===== src/rtl/inst_fetch_pkg.sv =====
`default_nettype none
// ============================================================================
//  Module      : inst_fetch_pkg
//  Description : Shared CPU definitions for the fetch stage. Holds the reset
//                PC default, the NOP encoding used for bubbles and faulted
//                fetches, and the fetch FSM state type.
//  Revision    : 1.0 - initial release
// ============================================================================
package inst_fetch_pkg;

    localparam logic [31:0] RESET_PC_DEFAULT = 32'h0000_0000;
    localparam logic [31:0] NOP_WORD         = 32'h0000_0000;

    // HOLD: one bubble cycle after reset release; RUN: normal fetching.
    typedef enum logic [0:0] {
        ST_HOLD = 1'b0,
        ST_RUN  = 1'b1
    } fetch_state_e;

endpackage : inst_fetch_pkg
`default_nettype wire


===== src/rtl/inst_fetch_ifid_reg.sv =====
`default_nettype none
// ============================================================================
//  Module      : ifid_reg
//  Description : IF/ID pipeline register with hold and bubble controls.
//                bubble_i has priority over hold_i and clears every field.
//  Ports       : clk, rst_n        - clock, async active-low reset
//                hold_i            - keep current contents
//                bubble_i          - load an empty slot (all zero)
//                pc_i/inst_i/adel_i- fetch being loaded (valid is implied)
//                id_*_o            - registered IF/ID contents
//  Revision    : 1.0 - initial release
// ============================================================================
module ifid_reg
    import inst_fetch_pkg::*;
(
    input  logic        clk,
    input  logic        rst_n,
    input  logic        hold_i,
    input  logic        bubble_i,
    input  logic [31:0] pc_i,
    input  logic [31:0] inst_i,
    input  logic        adel_i,
    output logic [31:0] id_pc_o,
    output logic [31:0] id_inst_o,
    output logic        id_valid_o,
    output logic        id_adel_o
);

    logic [31:0] pc_q,    pc_d;
    logic [31:0] inst_q,  inst_d;
    logic        valid_q, valid_d;
    logic        adel_q,  adel_d;

    always_comb begin
        pc_d    = pc_q;
        inst_d  = inst_q;
        valid_d = valid_q;
        adel_d  = adel_q;
        if (bubble_i) begin
            pc_d    = 32'h0000_0000;
            inst_d  = NOP_WORD;
            valid_d = 1'b0;
            adel_d  = 1'b0;
        end else if (!hold_i) begin
            pc_d    = pc_i;
            inst_d  = inst_i;
            valid_d = 1'b1;
            adel_d  = adel_i;
        end
    end

    always_ff @(posedge clk or negedge rst_n) begin
        if (!rst_n) begin
            pc_q    <= 32'h0000_0000;
            inst_q  <= NOP_WORD;
            valid_q <= 1'b0;
            adel_q  <= 1'b0;
        end else begin
            pc_q    <= pc_d;
            inst_q  <= inst_d;
            valid_q <= valid_d;
            adel_q  <= adel_d;
        end
    end

    assign id_pc_o    = pc_q;
    assign id_inst_o  = inst_q;
    assign id_valid_o = valid_q;
    assign id_adel_o  = adel_q;

endmodule : ifid_reg
`default_nettype wire


===== src/rtl/inst_fetch.sv =====
`default_nettype none
// ============================================================================
//  Module      : inst_fetch
//  Description : Instruction fetch stage. Owns the PC, next-PC selection,
//                fetch fault detection and the HOLD/RUN fetch FSM, and feeds
//                the IF/ID register. Memory is combinational: the word for
//                inst_addr_o arrives on inst_data_i in the same cycle.
//  Ports       : clk, rst_n                      - clock, async active-low reset
//                stall_i                         - freeze PC and IF/ID
//                branch_taken_i/branch_target_i  - branch redirect from ID
//                exc_redirect_i/exc_pc_i         - exception/ERET redirect
//                inst_ce_o/inst_addr_o/inst_data_i - instruction memory port
//                id_pc_o/id_inst_o/id_valid_o/id_adel_o - IF/ID contents
//                fetch_cnt_o                     - count of valid IF/ID loads
//  Revision    : 1.0 - initial release
// ============================================================================
module inst_fetch
    import inst_fetch_pkg::*;
#(
    parameter logic [31:0] RESET_PC  = RESET_PC_DEFAULT,
    parameter int          MEM_BYTES = 4096
)
(
    input  logic        clk,
    input  logic        rst_n,
    input  logic        stall_i,
    input  logic        branch_taken_i,
    input  logic [31:0] branch_target_i,
    input  logic        exc_redirect_i,
    input  logic [31:0] exc_pc_i,
    output logic        inst_ce_o,
    output logic [31:0] inst_addr_o,
    input  logic [31:0] inst_data_i,
    output logic [31:0] id_pc_o,
    output logic [31:0] id_inst_o,
    output logic        id_valid_o,
    output logic        id_adel_o,
    output logic [31:0] fetch_cnt_o
);

    localparam logic [31:0] C_MEM_LIMIT = 32'(MEM_BYTES);

    function automatic logic is_fault(input logic [31:0] addr);
        return (addr[1:0] != 2'b00) || (addr >= C_MEM_LIMIT);
    endfunction

    fetch_state_e state_q;
    logic         ce_q;
    logic [31:0]  pc_q,        pc_d;
    logic [31:0]  fetch_cnt_q, fetch_cnt_d;

    logic         run;
    logic         fault;
    logic         load;
    logic         bubble;
    logic         hold;
    logic [31:0]  fetch_word;

    always_comb begin
        run        = (state_q == ST_RUN);
        fault      = is_fault(pc_q);
        // exc_redirect_i wins over stall_i; HOLD always inserts a bubble.
        bubble     = !run || exc_redirect_i;
        hold       = run && stall_i && !exc_redirect_i;
        load       = run && !stall_i && !exc_redirect_i;
        fetch_word = fault ? NOP_WORD : inst_data_i;

        pc_d = pc_q;
        if (run) begin
            if (exc_redirect_i) begin
                pc_d = exc_pc_i;
            end else if (!stall_i) begin
                // Branch taken: the delay slot at pc_q is loaded this cycle,
                // the target is fetched on the next one.
                pc_d = branch_taken_i ? branch_target_i : (pc_q + 32'd4);
            end
        end

        fetch_cnt_d = load ? (fetch_cnt_q + 32'd1) : fetch_cnt_q;
    end

    // Fetch FSM. HOLD lasts exactly one edge after reset release; RUN is
    // terminal. The chip enable is registered from the next PC so that it
    // tracks the fault status of whatever PC is current.
    always_ff @(posedge clk or negedge rst_n) begin
        if (!rst_n) begin
            state_q <= ST_HOLD;
            ce_q    <= 1'b0;
        end else begin
            state_q <= ST_RUN;
            ce_q    <= !is_fault(pc_d);
        end
    end

    always_ff @(posedge clk or negedge rst_n) begin
        if (!rst_n) begin
            pc_q        <= RESET_PC;
            fetch_cnt_q <= 32'h0000_0000;
        end else begin
            pc_q        <= pc_d;
            fetch_cnt_q <= fetch_cnt_d;
        end
    end

    ifid_reg u_ifid_reg (
        .clk        (clk),
        .rst_n      (rst_n),
        .hold_i     (hold),
        .bubble_i   (bubble),
        .pc_i       (pc_q),
        .inst_i     (fetch_word),
        .adel_i     (fault),
        .id_pc_o    (id_pc_o),
        .id_inst_o  (id_inst_o),
        .id_valid_o (id_valid_o),
        .id_adel_o  (id_adel_o)
    );

    assign inst_ce_o   = ce_q;
    assign inst_addr_o = pc_q;
    assign fetch_cnt_o = fetch_cnt_q;

endmodule : inst_fetch
`default_nettype wire


===== config.mk =====
export PLATFORM = sky130hd
export DESIGN_NAME = inst_fetch
export DESIGN_NICKNAME = d
export VERILOG_FILES = /design/src/rtl/inst_fetch_pkg.sv /design/src/rtl/inst_fetch_ifid_reg.sv /design/src/rtl/inst_fetch.sv
export SDC_FILE = /design/constraint.sdc
export NUM_CORES = 1
export LEC_CHECK = 0
export CORE_MARGIN = 2
export CORE_UTILIZATION = 40
export CTS_BUF_LIST = sky130_fd_sc_hd__clkbuf_16
export DETAILED_ROUTE_END_ITERATION = 10
export MAX_ROUTING_LAYER = met4
export PLACE_DENSITY = 0.78
export REMOVE_ABC_BUFFERS = 1
export SYNTH_ARGS = -nofsm -noshare
export SYNTH_HDL_FRONTEND = slang
export SYNTH_SLANG_ARGS = --single-unit
export TNS_END_PERCENT = 1

===== constraint.sdc =====
create_clock -name clk -period 2.4 [get_ports clk]
set_clock_uncertainty 0.15 [all_clocks]
set_input_delay 0.48 -clock clk [delete_from_list [all_inputs] [get_ports clk]]
set_output_delay 0.48 -clock clk [all_outputs]
set_load 0.1 [all_outputs]

==> results by group, run 1 <==
CTS
  – Clock insertion delay at the later pin of the skew report: 0.42 ns
  – CTS sink cnt: around 130
  – TritonCTS clock tree: yes
  – Clock transition at path regs: roughly 0.060 ns
  – CTS Buf Count: 17
  – Clock buffer depth: 2
  – Htree depth: 4
  – Clk Tree Root Cell: clkbuf_16

Flow run
  – Max Cap Viol: 0

Global routing
  – Initial antenna violation count: 0
  – Routing usage on met1: between 30 and 40%
  – GRT Util Overall: between 20% and 30%
  – Met2 Usage GRT: between 40% and 50%
  – Vias in the first global route: 6150
  – First-pass GRT wire length: 33600 um
  – M3 GR Usage: under 10%
  – Gr ovfl total: 0
  – Largest net degree at the start of global routing: between 50 and 60
  – Layer with the highest usage: met2

Worst setup path
  – Critical Path Sink Type: flip-flop
  – Critical-path top delay cell: or4_4
  – Crit-path cells: nand4_2 > or3_4 > buf_6 > nor3_4 > xnor2_1 > o21ai_1 > or4_4 > nor4_4
  – Worst EP required: ~2.6 ns
  – Critical-path maximum fanout: 5
  – Kind of critical path: flip-flop to flip-flop
  – Crit path launch type: flip-flop
  – Register-to-Register Setup Slack: -0.17 ns
  – Top cell family by delay on the critical path: simple AND/OR/NAND/NOR gates
  – Critical Path AT: roughly 2.8 ns
  – CP peak stage delay: around 0.52 ns
  – Bufs and invs on worst path: 1

Power
  – Clock power frac: between 30% and 40%
  – Overall Power: approximately 7.7 mW
  – Power share of the combinational group: a little under a third
  – Seq pwr share: 32.6%
  – Switching portion of total power: between 30 and 40%
  – Maximum vdd ir drop: around 0.00053 V
  – Power Dens Cells: between 700 and 800 mW/mm2
  – Leakage: just under 5 nW
  – Net Switching: between 2 and 3 mW
  – P_int: ~4.8 mW

Timing
  – Pins Over Slew Limit: 0
  – Slew @ Worst Pin: approximately 0.70 ns
  – Final setup viols: 1
  – Final setup TNS: -0.167 ns
  – Min Tclk post-route: 2.57 ns
  – Final hold vios: 0
  – Fmax: 390 MHz
  – Worst hold slack: between 0.3 and 0.4 ns
  – Fin worst setup slack: -0.167 ns
  – Final Cycle Share: 107%
  – RSZ-0062 raised after global routing: true
  – Max-slew headroom: 53.0%

Synth
  – Ys Warns: 0
  – Synth Area in Simple Gates: between 15 and 20%
  – Synth Flop Type: dfrtp_1
  – Ys async rst share: 100%
  – Post-Syn Instances: roughly 600
  – Synthesized flop and latch total: between 100 and 150
  – Synthesized area: about 0.0064 mm2
  – Post-synthesis sequential area ratio: about half
  – Post-synth EDFFs: 0
  – Largest family of logic cells by synthesized area: simple AND/OR/NAND/NOR gates
  – Post-synthesis compound-gate area fraction: between 15 and 20%
  – Multiplexer share of the synthesized area: under 10%
  – Avg Inst Size Synth: 10.4 um2
  – Post-synth cell types: 63
  – Post-Synth Adder-Cell Area: 0.585%
  – Xor-xnor portion of the synthesized cell area: ~5.6%

Placement
  – Final RePlAce weighted congestion: a little over 1
  – Post-DP HPWL: 16800 um
  – Placed insts: 1133
  – Buffers on Ports: about 230
  – Setup WS pre-CTS: -0.552 ns
  – Placed Area: ~0.0094 mm2

Cells and area
  – Ant. Diodes: 0
  – Final Non-Filler Cells: roughly 1200
  – Multi-input logic area: just over 0.003 mm2
  – Register Area: about 0.0033 mm2
  – Layout cells sized above 1: 33.3%
  – Fill count: between 1000 and 1500
  – Area Growth Syn to Fin: 59.9%
  – Fin util: between 60% and 70%
  – Final instance area: 0.0103 mm2
  – Layout Nets: about 1000

Die
  – Core area: between 0.015 and 0.02 mm2
  – Die H: around 130 um
  – Starting Density: 40.7%
  – Die W: approximately 130 um
  – Die area: between 0.015 and 0.02 mm2
  – Top Ports: around 230
  – Core Rows: 46

Routing
  – Drt wl/cell: about 19 um
  – Total routed wirelength: ~23000 um
  – DRC viols: 0
  – Final ANT Viol Nets: 0
  – TritonRoute pass-1 iters: 8
  – Via Count: between 6000 and 7000
  – 1st-iter DRT viols: 562
  – Avg Vias per Cell: between 5 and 6

Outcome
  – Failing checks: negative setup slack
  – Outcome: finished, violations left

Worst hold path
  – Worst min path class: flip-flop to flip-flop
[kinds of logic (layout without fill, tap and decap cells)]
group / Yosys count / count (layout)
flops: 132 / 132
simple gates: 218 / 218
other cells: 1 / 1
mux: 40 / 40
compound gates: 135 / 135
buf+inv: 47 / 385
fa+ha+maj: 3 / 3
xor+xnor: 41 / 41
[state kept, by name, indices dropped and copies added (netlist names)]
name                   cells
fetch_cnt_o               32
run                        1
u_ifid_reg.id_inst_o      32
inst_ce_o                  1
u_ifid_reg.id_pc_o        32
inst_addr_o               32
u_ifid_reg.id_adel_o       1
u_ifid_reg.id_valid_o      1
[worst register-to-register path, delay by kind of cell, from the launching register on]
| family | cells | cell delay, ns |
|---|---|---|
| xor+xnor | 1 | 0.15 |
| buf+inv | 1 | 0.16 |
| simple gates | 5 | 1.49 |
| flops | 1 | 0.41 |
| compound gates | 1 | 0.13 |
[synthesized netlist by cell type, drive strengths merged (3+ instances only)]
cell / n / area, um2
or4: 5 / 37.5
a21oi: 22 / 110
or3: 6 / 37.5
mux2: 6 / 67.6
a22o: 34 / 298
inv: 7 / 26.3
nor3: 9 / 66.3
ha: 3 / 37.5
a31oi: 7 / 43.8
o221ai: 8 / 70.1
and4: 4 / 35.0
o22ai: 14 / 87.6
nor4: 11 / 81.3
and3: 15 / 93.8
buf: 21 / 97.6
o211ai: 3 / 22.5
nand2: 37 / 139
mux2i: 34 / 340
a211oi: 5 / 37.5
xnor2: 30 / 263
nand4: 17 / 113
and2: 6 / 37.5
clkbuf: 18 / 70.1
xor2: 11 / 96.3
o21ai: 13 / 65.1
nand3: 21 / 115
nor2: 72 / 273
dfrtp: 132 / 3300
nand2b: 5 / 31.3
a22oi: 9 / 67.6
o31ai: 3 / 22.5
[final timing paths]
| path | cells past startpoint | end | from |
|---|---|---|---|
| max in group asynchronous | 3 | inst_addr_o[15] | rst_n |
| setup / recovery | 8 | inst_ce_o | inst_addr_o[2] |
| setup reg to reg | 8 | inst_ce_o | inst_addr_o[2] |
| min in group asynchronous | 2 | u_ifid_reg.id_inst_o[7] | rst_n |
| hold reg to reg | 1 | fetch_cnt_o[31] | fetch_cnt_o[31] |
| hold / removal | 1 | fetch_cnt_o[31] | fetch_cnt_o[31] |
[layer usage]
metal,vias up,wire (um)
met2,347,10700
met5,-,0
met1,3076,9500
li1,2938,-
met3,46,1870
met4,0,590
[power by group through the flow]
stage / clock (mW) / combinational [mW] / sequential [mW]
floorplan: 0 / 0.390 / 3.57
CTS: 2.78 / 2.37 / 2.50
detailed placement: 0 / 2.35 / 2.54
global placement: 0 / 2.33 / 2.53
global route: 2.87 / 2.52 / 2.52
finish: 2.74 / 2.42 / 2.50
[final cells by class]
cell class | instances | share of cell area, %
sequential | 132 | 32.2
multi-input combinational | 438 | 30.2
timing repair buffer | 345 | 28.7
clock buffer | 17 | 4.14
tap | 216 | 2.63
clock inverter | 15 | 1.84
inverter | 8 | 0.292
[layout by cell type, fill, tap and decap left out, types with 4 or more instances in the layout]
cell and n:
nand4_1 16, dfrtp_1 131, and3_1 15, bufinv_16 4
inv_1 7, xnor2_1 30, or3_1 5, nand3_1 18
mux2i_1 33, clkbuf_16 17, nor4_4 4, clkinv_1 4
o221ai_1 7, a31oi_1 5, a211oi_1 5, nor4_1 5
buf_4 234, nor2_1 70, mux2_2 5, buf_12 8
clkdlybuf4s50_1 97, o22ai_1 14, xor2_1 11, nand2b_1 4
and2_1 5, a21oi_1 21, o21ai_0 11, nand2_1 37
a22o_1 34, a22oi_1 9
[repair_timing]
action	4_1_cts	5_1_grt
pin swaps	6	13
endpoints found under the setup margin	6	47
gates resized for setup	13	25
buffers inserted	1	4
hold buffers	1	0
hold endpoints to repair	49	0
(Power assumes the default switching activity.)
==> run 2: changes to the inputs <==
- CTS_BUF_LIST: sky130_fd_sc_hd__clkbuf_16 -> sky130_fd_sc_hd__clkbuf_8
==> run 2 against run 1 <==
  * The run still ends with negative setup slack left
  * Sequential power hardly changed
  * Final cell count is 0.34% lower
  * Sequential share of layout area is 0.86 points higher
  * Routed wire length is 1.8% lower
  * Clock power is 22% lower
  * Die area stayed put
  * Highest routed layer unchanged
==> results by group, run 2 (same netlist as run 1, synthesis figures left out) <==
Routing
  – TritonRoute pass-1 iters: 8 (unchanged)
  – DRC viols: 0 (unchanged)
  – Drt wl/cell: 19.0 um (-1.5%)
  – Total routed wirelength: 22200 um (-1.8%)
  – Avg Vias per Cell: 5.45 (-0.36%)
  – 1st-iter DRT viols: 526 (-6.4%)
  – Final ANT Viol Nets: 0 (unchanged)
  – Via Count: 6362 (-0.70%)

CTS
  – Clk Tree Root Cell: clkbuf_8
  – CTS Buf Count: 17 (unchanged)
  – TritonCTS clock tree: yes
  – Htree depth: 4 (unchanged)
  – Clock buffer depth: 2 (unchanged)
  – CTS sink cnt: 132 (unchanged)
  – Clock insertion delay at the later pin of the skew report: 0.45 ns (+0.03 ns)
  – Clock transition at path regs: 0.08 ns (+0.02 ns)

Outcome
  – Outcome: finished, violations left
  – Failing checks: negative setup slack

Die
  – Die H: 131 um (unchanged)
  – Starting Density: 40.7% (unchanged)
  – Top Ports: 232 (unchanged)
  – Core area: 0.0158 mm2 (unchanged)
  – Core Rows: 46 (unchanged)
  – Die W: 131 um (unchanged)
  – Die area: 0.0171 mm2 (unchanged)

Placement
  – Final RePlAce weighted congestion: 1.01 (unchanged)
  – Setup WS pre-CTS: -0.552 ns (unchanged)
  – Buffers on Ports: 231 (unchanged)
  – Post-DP HPWL: 16800 um (unchanged)

Timing
  – Final hold vios: 0 (unchanged)
  – RSZ-0062 raised after global routing: true
  – Pins Over Slew Limit: 0 (unchanged)
  – Final setup viols: 1 (unchanged)
  – Min Tclk post-route: 2.59 ns (+0.0208 ns)
  – Slew @ Worst Pin: 0.606 ns (-0.0913 ns)
  – Max-slew headroom: 59.2% (+6.2 points)
  – Fin worst setup slack: -0.187 ns (-0.0208 ns)
  – Fmax: 386 MHz (-0.80%)
  – Final Cycle Share: 108% (+0.87 points)

Cells and area
  – Fill count: 1326 (+4.9%)
  – Multi-input logic area: 0.00303 mm2 (-2.3%)
  – Layout cells sized above 1: 32.5% (-0.81 points)
  – Fin util: 63.4% (-1.7 points)
  – Commonest non-fill, non-tap cell in the layout: buf_4
  – Register Area: 0.00330 mm2 (about the same)
  – Area Growth Syn to Fin: 55.7%
  – Ant. Diodes: 0 (unchanged)
  – Most frequent cells in the layout: 232 x buf_4, 132 x dfrtp_1, 97 x clkdlybuf4s50_1
  – Layout Nets: 1042 (-0.38%)

Worst setup path
  – Critical R2R Capture: inst_ce_o
  – Reg2reg start: inst_addr_o[2]
  – Kind of critical path: flip-flop to flip-flop
  – Crit path launch type: flip-flop
  – Critical Path AT: 2.75 ns (about the same)
  – Worst EP required: 2.56 ns (-0.02 ns)
  – Register-to-Register Setup Slack: -0.19 ns (-0.02 ns)
  – R2R depth: 10 (+2)
  – Critical-path maximum fanout: 5 (unchanged)
  – Critical Path Sink Type: flip-flop

Power
  – Power Dens Cells: 703 mW/mm2 (-5.8%)
  – Maximum vdd ir drop: 0.000387 V (-27%)
  – Leakage: 4.70 nW (-3.0%)

Global routing
  – Largest net degree at the start of global routing: 52 (unchanged)
  – Vias in the first global route: 6135 (-0.24%)
  – Initial antenna violation count: 0 (unchanged)
  – First-pass GRT wire length: 33300 um (-0.88%)
  – GRT Util Overall: 26.5% (-0.23 points)
  – Gr ovfl total: 0 (unchanged)

Worst hold path
  – Worst min path class: flip-flop to flip-flop
  – Worst Hold End: fetch_cnt_o[31]
  – Hold path cells: 1 (unchanged)
  – Hold_sp: fetch_cnt_o[31]

Flow run
  – Max Cap Viol: 0 (unchanged)
==> run 2: cell count changes in the layout (fill, tap and decap cells not counted), moves of 2 or more <==
| cell | delta |
|---|---|
| o311ai_0 | +2 |
| clkbuf_16 | -17 |
| buf_6 | -2 |
| nor4_4 | -3 |
| o311ai_1 | -2 |
| nor2_2 | +2 |
| nor4_2 | +2 |
| buf_4 | -2 |
| o31ai_1 | +2 |
| clkinv_1 | -3 |
| nor2_1 | -3 |
| clkbuf_8 | +20 |
| o31ai_2 | -2 |
==> run 2: worst max-delay path by stage <==
stage / start / end / slack [ns] / cells after the start
final: inst_addr_o[2] / inst_ce_o / -0.19 / 10
after floorplan: inst_addr_o[2] / inst_ce_o / -0.93 / 8
after global placement: branch_taken_i / inst_ce_o / -0.50 / 7
after global routing: inst_addr_o[2] / inst_ce_o / -0.31 / 8
after CTS: inst_addr_o[2] / inst_ce_o / -0.16 / 9
after detailed placement: branch_taken_i / inst_ce_o / -0.55 / 7
==> run 2: power by group <==
group	leakage [nW]	switching, mW	internal, mW	total, mW
sequential	1.75	0.137	2.36	2.49
combinational	2.73	1.65	0.734	2.38
clock	0.223	0.937	1.22	2.15
==> run 2: per-layer routing <==
layer	routed length, um	track usage [%]	share of wire [%]	up-vias
met5	0	-	0	-
li1	-	-	-	2927
met2	10400	42.4	47	353
met4	603	9.70	2.7	0
met1	9290	33.5	42	3032
met3	1900	5.37	8.6	50
==> run 2: critical path, cell delays in order, from the launching register on <==
cell and delay, ns:
dfrtp_1 0.42, ha_2 0.21, buf_4 0.14, nand4_1 0.16, nor3_2 0.16, buf_4 0.18, a211oi_1 0.07, or4_1 0.48
a31oi_2 0.25, nand4b_1 0.18, nor4_2 0.06
==> run 2: stage by stage <==
stage	TNS [ns]	std cells	power (mW)	area, um2	hold slack [ns]
floorplan	-30.91	578	3.96	6250	0.0344
global placement	-14.49	1133	4.86	9420	0.302
detailed placement	-15.72	1133	4.88	9420	0.301
CTS	-0.164	1167	7.05	9950	0.331
global route	-0.331	1167	7.27	10000	0.353
finish	-0.187	1167	7.03	10000	0.333
==> run 2: cell type report <==
| type | instances | share of cell area (%) |
|---|---|---|
| well taps | 216 | 2.70 |
| flip-flops and latches | 132 | 33.0 |
| multi-input cells | 438 | 30.3 |
| clock buffers | 20 | 2.75 |
| inverters | 8 | 0.300 |
| repair buffers | 341 | 29.1 |
| clock inverters | 12 | 1.78 |
==> run 2: repair_timing <==
action / in CTS / in global routing
hold buffers: 1 / 0
endpoints found under the setup margin: 5 / 46
pin swaps: 6 / 0
cloned: 0 / 0
buffers inserted: 1 / 0
gates resized for setup: 14 / 9
hold endpoints to repair: 49 / 0
==> run 3: changes to the inputs <==
--- a/constraint.sdc
+++ b/constraint.sdc
@@ -3,3 +3,3 @@
 set_input_delay 0.48 -clock clk [delete_from_list [all_inputs] [get_ports clk]]
 set_output_delay 0.48 -clock clk [all_outputs]
-set_load 0.1 [all_outputs]
+set_load 0.02 [all_outputs]
==> run 3 against run 2 <==
  * The run still ends with negative setup slack left
  * Routed wire length up 3.4%
  * Non-clock buffer count up 26
  * Worst setup slack better by 0.056 ns
  * Sequential share of layout area down 1.9 points
  * Total power down 7.9%
  * Combinational power down 31%
  * Cell area up 6.0%
  * Count of clock-buffer cells in the layout down 1
  * Sequential power about the same
  * Worst hold slack worse by 0.00051 ns
  * Critical path type unchanged
  * Largest cell class is now buffers
  * Largest power group unchanged
==> results by group, run 3 (same netlist as run 1, synthesis figures left out) <==
CTS
  – CTS Buf Count: 17 (unchanged)
  – TritonCTS clock tree: yes
  – Clock buffer depth: 2 (unchanged)
  – Clk Tree Root Cell: clkbuf_8
  – CTS sink cnt: 132 (unchanged)
  – Htree depth: 4 (unchanged)
  – Clock insertion delay at the later pin of the skew report: 0.46 ns (about the same)
  – Clock transition at path regs: 0.08 ns (about the same)

Routing
  – Avg Vias per Cell: 5.50 (+0.97%)
  – Via Count: 6561 (+3.1%)
  – TritonRoute pass-1 iters: 5 (-3)
  – Final ANT Viol Nets: 0 (unchanged)
  – Metal2 WL: 10700 um (+2.2%)
  – Top sig layer: met4
  – DRC viols: 0 (unchanged)
  – Total routed wirelength: 23000 um (+3.4%)
  – 1st-iter DRT viols: 435 (-17%)
  – Routed met3 length: 1990 um (+4.3%)
  – Met1 WL: 9390 um (+0.99%)
  – Drt wl/cell: 19.3 um (+1.2%)

Power
  – Net Switching: 1.90 mW (-30%)
  – Clock power frac: 36.0% (+5.4 points)
  – Maximum vdd ir drop: 0.000331 V (-14%)
  – Switching portion of total power: 29.3% (-9.4 points)
  – P_int: 4.57 mW (+6.2%)
  – Leakage: 4.70 nW (about the same)
  – Power share of the combinational group: 25.5% (-8.4 points)
  – Power Dens Cells: 611 mW/mm2 (-13%)
  – Seq pwr share: 38.5% (+3.0 points)

Worst setup path
  – Kind of critical path: flip-flop to flip-flop
  – Worst EP required: 2.61 ns (+0.05 ns)
  – Crit path launch type: flip-flop
  – Crit-path cells: buf_4 > nand4_2 > or3_4 > buf_6 > nor3_4 > xnor2_1 > o21ai_1 > or4_4 > nor4_2
  – Top cell family by delay on the critical path: simple AND/OR/NAND/NOR gates
  – Critical-path maximum fanout: 5 (unchanged)
  – Critical Path Sink Type: flip-flop
  – CP peak stage delay: 0.53 ns (+0.05 ns)
  – Register-to-Register Setup Slack: -0.13 ns (+0.06 ns)
  – R2R depth: 9 (-1)
  – Bufs and invs on worst path: 2 (unchanged)
  – Critical Path AT: 2.74 ns (about the same)
  – Critical-path top delay cell: or4_4
  – Reg2reg start: inst_addr_o[2]
  – Critical R2R Capture: inst_ce_o

Cells and area
  – Layout cells sized above 1: 21.7% (-11 points)
  – Area Growth Syn to Fin: 65.0%
  – Final instance area: 0.0106 mm2 (+6.0%)
  – Fin util: 67.2% (+3.8 points)
  – Ant. Diodes: 0 (unchanged)
  – Register Area: 0.00330 mm2 (about the same)
  – Commonest non-fill, non-tap cell in the layout: clkdlybuf4s50_1
  – Fill count: 1249 (-5.8%)
  – Layout Nets: 1068 (+2.5%)
  – Multi-input logic area: 0.00308 mm2 (+1.6%)
  – Most frequent cells in the layout: 224 x clkdlybuf4s50_1, 131 x dfrtp_1, 126 x buf_4

Timing
  – Final Cycle Share: 105% (-2.3 points)
  – Fmax: 395 MHz (+2.2%)
  – Final setup TNS: -0.228 ns (-0.0404 ns)
  – Worst hold slack: 0.333 ns (-0.000506 ns)
  – Slew @ Worst Pin: 0.582 ns (-0.0243 ns)
  – Fin worst setup slack: -0.131 ns (+0.0562 ns)
  – Min Tclk post-route: 2.53 ns (-0.0562 ns)
  – Max-slew headroom: 61.2% (+2.0 points)
  – Final hold vios: 0 (unchanged)
  – Final setup viols: 2 (+1)
  – RSZ-0062 raised after global routing: true
  – Pins Over Slew Limit: 0 (unchanged)

Worst hold path
  – Worst min path class: flip-flop to flip-flop
  – Hold_sp: fetch_cnt_o[31]
  – Hold path cells: 1 (unchanged)
  – Worst Hold End: fetch_cnt_o[31]

Die
  – Die H: 131 um (unchanged)
  – Starting Density: 40.7% (unchanged)
  – Die area: 0.0171 mm2 (unchanged)
  – Core area: 0.0158 mm2 (unchanged)
  – Core Rows: 46 (unchanged)
  – Die W: 131 um (unchanged)
  – Top Ports: 232 (unchanged)

Global routing
  – Initial antenna violation count: 0 (unchanged)
  – Vias in the first global route: 6507 (+6.1%)
  – GRT Util Overall: 27.5% (+1.0 points)
  – First-pass GRT wire length: 34500 um (+3.7%)
  – Gr ovfl total: 0 (unchanged)
  – Largest net degree at the start of global routing: 62 (+19%)

Placement
  – Post-DP HPWL: 17100 um (+1.2%)
  – Placed Area: 0.00979 mm2 (+3.9%)
  – Setup WS pre-CTS: -0.567 ns (-0.0154 ns)
  – Final RePlAce weighted congestion: 1.00 (-0.12%)
  – Buffers on Ports: 231 (unchanged)

Outcome
  – Outcome: finished, violations left
  – Failing checks: negative setup slack

Flow run
  – Max Cap Viol: 0 (unchanged)
-- run 3: cell count changes in the layout (fill, tap and decap cells not counted), moves of 3 or more --
cell             delta
dlymetal6s2s_1      +4
clkdlybuf4s50_1   +127
buf_12              -3
buf_4             -106
buf_6               +4
-- run 3: routing by layer --
| metal | global-route usage [%] | vias up |
|---|---|---|
| met5 | - | - |
| met3 | 6.72 | 72 |
| li1 | - | 2973 |
| met2 | 44.0 | 364 |
| met1 | 33.4 | 3152 |
| met4 | 11.9 | 0 |
-- run 3: worst max-delay path by stage --
stage / start / to / slack (ns) / cells after the start
global route: inst_addr_o[2] / inst_ce_o / -0.22 / 11
global placement: branch_taken_i / inst_ce_o / -0.53 / 7
CTS: inst_addr_o[2] / inst_ce_o / -0.09 / 9
floorplan: run / u_ifid_reg.id_inst_o[0] / -0.70 / 3
detailed placement: exc_redirect_i / fetch_cnt_o[26] / -0.57 / 9
finish: inst_addr_o[2] / inst_ce_o / -0.13 / 9
-- run 3: timing repair --
item                       CTS  global route
gates resized for setup     25            19
setup endpoints to repair    5            49
hold endpoints to repair    59             0
buffers inserted            11             4
hold buffers                 1             0
pin swaps                   15             9
-- run 3: layout make-up --
type,instances,share of cell area [%]
sequential,132,31.2
clock inverter,12,2.15
clock buffer,19,2.47
inverter,8,0.283
multi-input combinational,438,29.0
timing repair buffer,367,32.3
tap,216,2.55
-- run 3: power groups by stage --
| stage | registers, mW | logic, mW | clock network (mW) |
|---|---|---|---|
| 2_1_floorplan | 2.74 | 0.386 | 0 |
| 3_3_place_gp | 2.53 | 1.54 | 0 |
| 3_5_place_dp | 2.53 | 1.56 | 0 |
| 4_1_cts | 2.49 | 1.61 | 2.38 |
| 5_1_grt | 2.50 | 1.76 | 2.45 |
| 6_report | 2.49 | 1.65 | 2.33 |
-- run 3: per-stage QoR --
stage	total power, mW	instances
after floorplan	3.13	578
after global placement	4.07	1145
after detailed placement	4.08	1145
after CTS	6.48	1188
after global routing	6.71	1192
final	6.47	1192
